===== src/rtl/cpu_step_ctrl.sv =====
// Execution controller: turns the slow divider clock into single-cycle core enables,
// with free-run, debounced single-step, permanent halt and an executed-instruction count.
module cpu_step_ctrl #(
  parameter int unsigned DEBOUNCE_CYCLES = 1000000,
  parameter int unsigned CNT_W           = 32
) (
  input  logic             clk,
  input  logic             rst,
  input  logic             slow_clk,
  input  logic             run_sw,
  input  logic             step_btn,
  input  logic             halt,
  output logic             cpu_en,
  output logic [CNT_W-1:0] cycle_cnt,
  output logic [1:0]       state
);

  localparam int unsigned DebW = (DEBOUNCE_CYCLES > 1) ? $clog2(DEBOUNCE_CYCLES) : 1;
  localparam logic [DebW-1:0] DebMax = DebW'(DEBOUNCE_CYCLES - 1);

  typedef enum logic [1:0] {
    StIdle   = 2'b00,
    StRun    = 2'b01,
    StStep   = 2'b10,
    StHalted = 2'b11
  } state_e;

  // Two-flop synchronizers plus the slow-clock edge delay flop
  logic slow_meta_q, slow_s_q, slow_d_q;
  logic run_meta_q, run_s_q;
  logic step_meta_q, step_s_q;

  always_ff @(posedge clk or posedge rst) begin
    if (rst) begin
      slow_meta_q <= 1'b0;
      slow_s_q    <= 1'b0;
      slow_d_q    <= 1'b0;
      run_meta_q  <= 1'b0;
      run_s_q     <= 1'b0;
      step_meta_q <= 1'b0;
      step_s_q    <= 1'b0;
    end else begin
      slow_meta_q <= slow_clk;
      slow_s_q    <= slow_meta_q;
      slow_d_q    <= slow_s_q;
      run_meta_q  <= run_sw;
      run_s_q     <= run_meta_q;
      step_meta_q <= step_btn;
      step_s_q    <= step_meta_q;
    end
  end

  logic tick;
  assign tick = slow_s_q & ~slow_d_q;

  // Debounce: accept a new button level only after it differs for DEBOUNCE_CYCLES cycles
  logic            deb_q, deb_d, deb_dly_q;
  logic [DebW-1:0] deb_cnt_q, deb_cnt_d;
  logic            step_req;

  always_comb begin
    deb_d     = deb_q;
    deb_cnt_d = '0;
    if (step_s_q != deb_q) begin
      if (deb_cnt_q == DebMax) begin
        deb_d = step_s_q;
      end else begin
        deb_cnt_d = deb_cnt_q + DebW'(1);
      end
    end
  end

  always_ff @(posedge clk or posedge rst) begin
    if (rst) begin
      deb_q     <= 1'b0;
      deb_dly_q <= 1'b0;
      deb_cnt_q <= '0;
    end else begin
      deb_q     <= deb_d;
      deb_dly_q <= deb_q;
      deb_cnt_q <= deb_cnt_d;
    end
  end

  assign step_req = deb_q & ~deb_dly_q;

  // Control FSM
  state_e             state_q, state_d;
  logic               cpu_en_q, cpu_en_d;
  logic [CNT_W-1:0]   cnt_q, cnt_d;

  always_comb begin
    state_d  = state_q;
    cpu_en_d = 1'b0;
    if (halt) begin
      state_d = StHalted;
    end else begin
      unique case (state_q)
        StIdle: begin
          if (run_s_q) begin
            state_d = StRun;
          end else if (step_req) begin
            state_d = StStep;
          end
        end
        StRun: begin
          if (!run_s_q) begin
            state_d = StIdle;
          end else if (tick) begin
            cpu_en_d = 1'b1;
          end
        end
        StStep: begin
          if (tick) begin
            cpu_en_d = 1'b1;
            state_d  = StIdle;
          end
        end
        StHalted: begin
          state_d = StHalted;
        end
      endcase
    end
  end

  // The count advances together with the enable it accounts for
  assign cnt_d = cpu_en_d ? cnt_q + CNT_W'(1) : cnt_q;

  always_ff @(posedge clk or posedge rst) begin
    if (rst) begin
      state_q  <= StIdle;
      cpu_en_q <= 1'b0;
      cnt_q    <= '0;
    end else begin
      state_q  <= state_d;
      cpu_en_q <= cpu_en_d;
      cnt_q    <= cnt_d;
    end
  end

  assign cpu_en    = cpu_en_q;
  assign cycle_cnt = cnt_q;
  assign state     = state_q;

endmodule


===== config.mk =====
export PLATFORM = sky130hd
export DESIGN_NAME = cpu_step_ctrl
export DESIGN_NICKNAME = d
export VERILOG_FILES = /design/src/rtl/cpu_step_ctrl.sv
export SDC_FILE = /design/constraint.sdc
export NUM_CORES = 1
export LEC_CHECK = 0
export CAP_MARGIN = 0
export CORE_UTILIZATION = 30
export CTS_CLUSTER_DIAMETER = 80
export DETAILED_ROUTE_END_ITERATION = 10
export PLACE_DENSITY = 0.54
export SLEW_MARGIN = 20
export SYNTH_ARGS = -nofsm -noshare
export SYNTH_HDL_FRONTEND = slang
export SYNTH_SLANG_ARGS = --single-unit

===== constraint.sdc =====
create_clock -name clk -period 2.9 [get_ports clk]
set_clock_uncertainty 0.1 [all_clocks]
set_input_delay 0.435 -clock clk [delete_from_list [all_inputs] [get_ports clk]]
set_output_delay 0.435 -clock clk [all_outputs]
set_load 0.005 [all_outputs]

==> impl_metrics.csv <==
group,metric,value,unit
critical_path,path_buf_inv,2,
synth,ys_ff_latch,64,
sta,hold_viol_final,0,
final_layout,areaGrowthSynthToFinish,23.90,%
synth,synthArstFlopShare,100.0,%
die,core_area,9774,sq um
placed_design,place_ws,0.5606,ns
clock_tree,worst_setup_hold_path_clk_slew,0.06,ns
critical_path,slowest_stage,"or4b_1",
clock_tree,ctsResizeCount,0,
critical_path,critPathKind,"reg2reg",
global_route,antenna_found_initial,0,
synth,synth.avg_cell_area,11.02,sq um
sta,period_share,81.30,%
status,status,"completed",
pwr,power_density,493.9,nW/um^2
sta,maxSlewHeadroom,63.76,%
pwr,leakage,1.650,nW
detailed_routing,vias,2176,
global_route,grt_use_total,13.14,%
worst_hold_path,hold_class,"reg2reg",
clock_tree,postCtsSetupRepairBufs,0,
clock_tree,root_buffer,"clkbuf_8",
synth,yosysWarnings,0,
sta,worst_pin_slew,0.5436,ns
worst_hold_path,hold_path_end,"step_s_q$_DFF_PP0_",
final_layout,layout_commonest_cell,"dfrtp_1",
final_layout,finalInstanceArea,3756,sq um
detailed_routing,dr.pass1.iters,4,
critical_path,required,3.06,ns
die,dieWidth,102.5,microns
synth,ys_seq_area_share,52.83,%
critical_path,cpPeakStageDelay,0.54,ns
synth,synth_nets,288,
worst_hold_path,hp-start,"step_meta_q$_DFF_PP0_",
die,die_area,10510,sq um
sta,grt_setup_unrepaired,"no",
detailed_routing,antenna_left,0,
pwr,p_total,1.855,mW
critical_path,start_kind,"flop",
sta,slew_viol_final,0,
sta,setup_viol,0,
clock_tree,cts_tree,"built",
critical_path,r2r-end,"cycle_cnt[22]$_DFFE_PP0P_",
detailed_routing,wl_per_cell,13.30,microns
detailed_routing,wirelength,6130,microns
pwr,irDropWorstVdd,0.1679,mV
clock_tree,clock_path_buffers,2,
critical_path,endpoint_kind,"flop",
final_layout,drive_gt1_share,8.841,%
critical_path,crit_chain,"inv_1 -> ha_1 -> a21oi_1 -> or4b_1 -> buf_4 -> nor4_1 -> xor2_1",
critical_path,crit_arrival,2.52,ns
critical_path,regToRegSetupSlack,0.54,ns
clock_tree,htreeDepth,3,
critical_path,path_delay_family,"simple AND/OR/NAND/NOR gates",
sta,tns,0,ns
clock_tree,cts_inserted_buffers,9,
detailed_routing,vias_per_cell,4.720,
sta,layout_min_cycle_time,2.358,ns
die,ioPinCount,41,
die,initial_core_util,31.02,%
sta,fin_ws,0.5424,ns
final_layout,final_cell_mix,"64 x dfrtp_1, 40 x clkdlybuf4s50_1, 32 x xor2_1, 25 x nor2_1, 19 x nand2_1",
placed_design,dp_hpwl,4225,microns
die,die_h,102.5,microns
clock_tree,clkSinkCount,64,
global_route,grt_pass1_wl,10410,microns
worst_hold_path,hold_depth,0,
detailed_routing,drc,0,
clock_tree,holdBufCountCts,0,
synth,ys_types,39,
synth,netlist_area,3032,sq um
placed_design,gp_congestion,0.7360,
critical_path,worstPathMaxFanout,18,
critical_path,worstReg2RegStart,"state[1]$_DFFE_PP0P_",
global_route,overflow,0,
clock_tree,worstSkewPairLatency,0.33,ns
global_route,grt_pass1_vias,2140,
final_layout,antenna_cells,0,
placed_design,place_area,3602,sq um
sta,fmax,0.4242,GHz
final_layout,nets,338,
synth,synth_edf_count,0,
synth,synthFlopType,"dfrtp_1",
die,num_rows,36,
synth,syn_inst,275,
job,cap_violations,0,
critical_path,ff2ff_path_depth,7,
detailed_routing,drt_iter0_markers,91,
global_route,grt_max_degree,65,
placed_design,port_buffers,40,
[worst max-delay path by stage]
stage | start | to | depth (start not counted)
5_1_grt | state[1]$_DFFE_PP0P_ | cycle_cnt[22]$_DFFE_PP0P_ | 7
3_3_place_gp | state[1]$_DFFE_PP0P_ | cycle_cnt[20]$_DFFE_PP0P_ | 7
3_5_place_dp | state[1]$_DFFE_PP0P_ | cycle_cnt[22]$_DFFE_PP0P_ | 7
4_1_cts | state[1]$_DFFE_PP0P_ | cycle_cnt[22]$_DFFE_PP0P_ | 7
2_1_floorplan | rst | cpu_en$_DFF_PP0_ | 1
6_report | state[1]$_DFFE_PP0P_ | cycle_cnt[22]$_DFFE_PP0P_ | 7
[logic make-up (layout without fill, tap and decap cells)]
| family | after synthesis | count (layout) | share of synthesized area (%) |
|---|---|---|---|
| AO/OA/AOI/OAI | 18 | 18 | 3.632 |
| XOR/XNOR | 44 | 44 | 12.71 |
| adder cells (fa/ha/maj) | 7 | 7 | 2.889 |
| buffers and inverters | 15 | 68 | 2.641 |
| flip-flops | 64 | 64 | 52.83 |
| multiplexers | 3 | 3 | 1.114 |
| AND/OR/NAND/NOR | 124 | 124 | 24.18 |
[synthesized netlist by cell type (2+ instances only)]
library cell / number / area share [%]
xor2_1: 32 / 9.2
nor4_1: 5 / 1.0
dfrtp_1: 64 / 53
nand2_1: 19 / 2.4
a21oi_1: 8 / 1.3
ha_1: 7 / 2.9
mux2_2: 3 / 1.1
nor3_1: 10 / 1.7
and3_1: 6 / 1.2
nor4_2: 3 / 1.2
buf_6: 2 / 0.74
o31ai_1: 3 / 0.74
or4_1: 7 / 1.7
inv_1: 9 / 1.1
nand2b_1: 3 / 0.62
a211o_1: 2 / 0.58
o21ai_0: 3 / 0.50
xnor2_1: 12 / 3.5
nand3_1: 15 / 2.5
nor2_1: 25 / 3.1
or3_1: 4 / 0.83
buf_4: 2 / 0.50
and4_1: 4 / 1.2
nand4_1: 12 / 2.5
[state kept, by name, summed over array words and instances (netlist names)]
| register | cells |
|---|---|
| state | 2 |
| deb_q | 1 |
| cycle_cnt | 32 |
| deb_cnt_q | 20 |
| run_meta_q | 1 |
| slow_d_q | 1 |
| run_s_q | 1 |
| step_s_q | 1 |
| slow_meta_q | 1 |
| cpu_en | 1 |
| slow_s_q | 1 |
| step_meta_q | 1 |
| deb_dly_q | 1 |
[cell type report]
cell class / instances / area, sq um
Fill cell: 978 / 6018
Sequential cell: 64 / 1602
Multi-Input combinational cell: 196 / 1350
Timing Repair Buffer: 45 / 450.4
Tap cell: 133 / 166.4
Clock buffer: 13 / 148.9
Inverter: 9 / 33.78
Clock inverter: 1 / 5.005
[through the flow]
step	hold WS [ns]	utilization (%)	instances
floorplan	0.2312	-	275
finish	0.2586	38.43	461
global placement	0.2391	36.85	447
detailed placement	0.2458	36.85	447
global route	0.2661	38.43	461
CTS	0.2609	38.43	461
[per-layer routing]
metal  routed length (microns)  up-vias  share of wire (%)  global-route usage, %
met5                         0        -                  0                      0
met4                       113        0                1.8                  7.582
met3                       199        9                3.2                  2.712
met2                      2692       35                 44                  18.72
met1                      3124     1061                 51                  18.46
li1                          -     1071                  -                      -
[power by group]
group	internal [mW]	switching, mW
combinational	0.125	0.122
clock	0.324	0.312
sequential	0.927	0.0461
No activity file was read; power rests on OpenSTA's default activity.
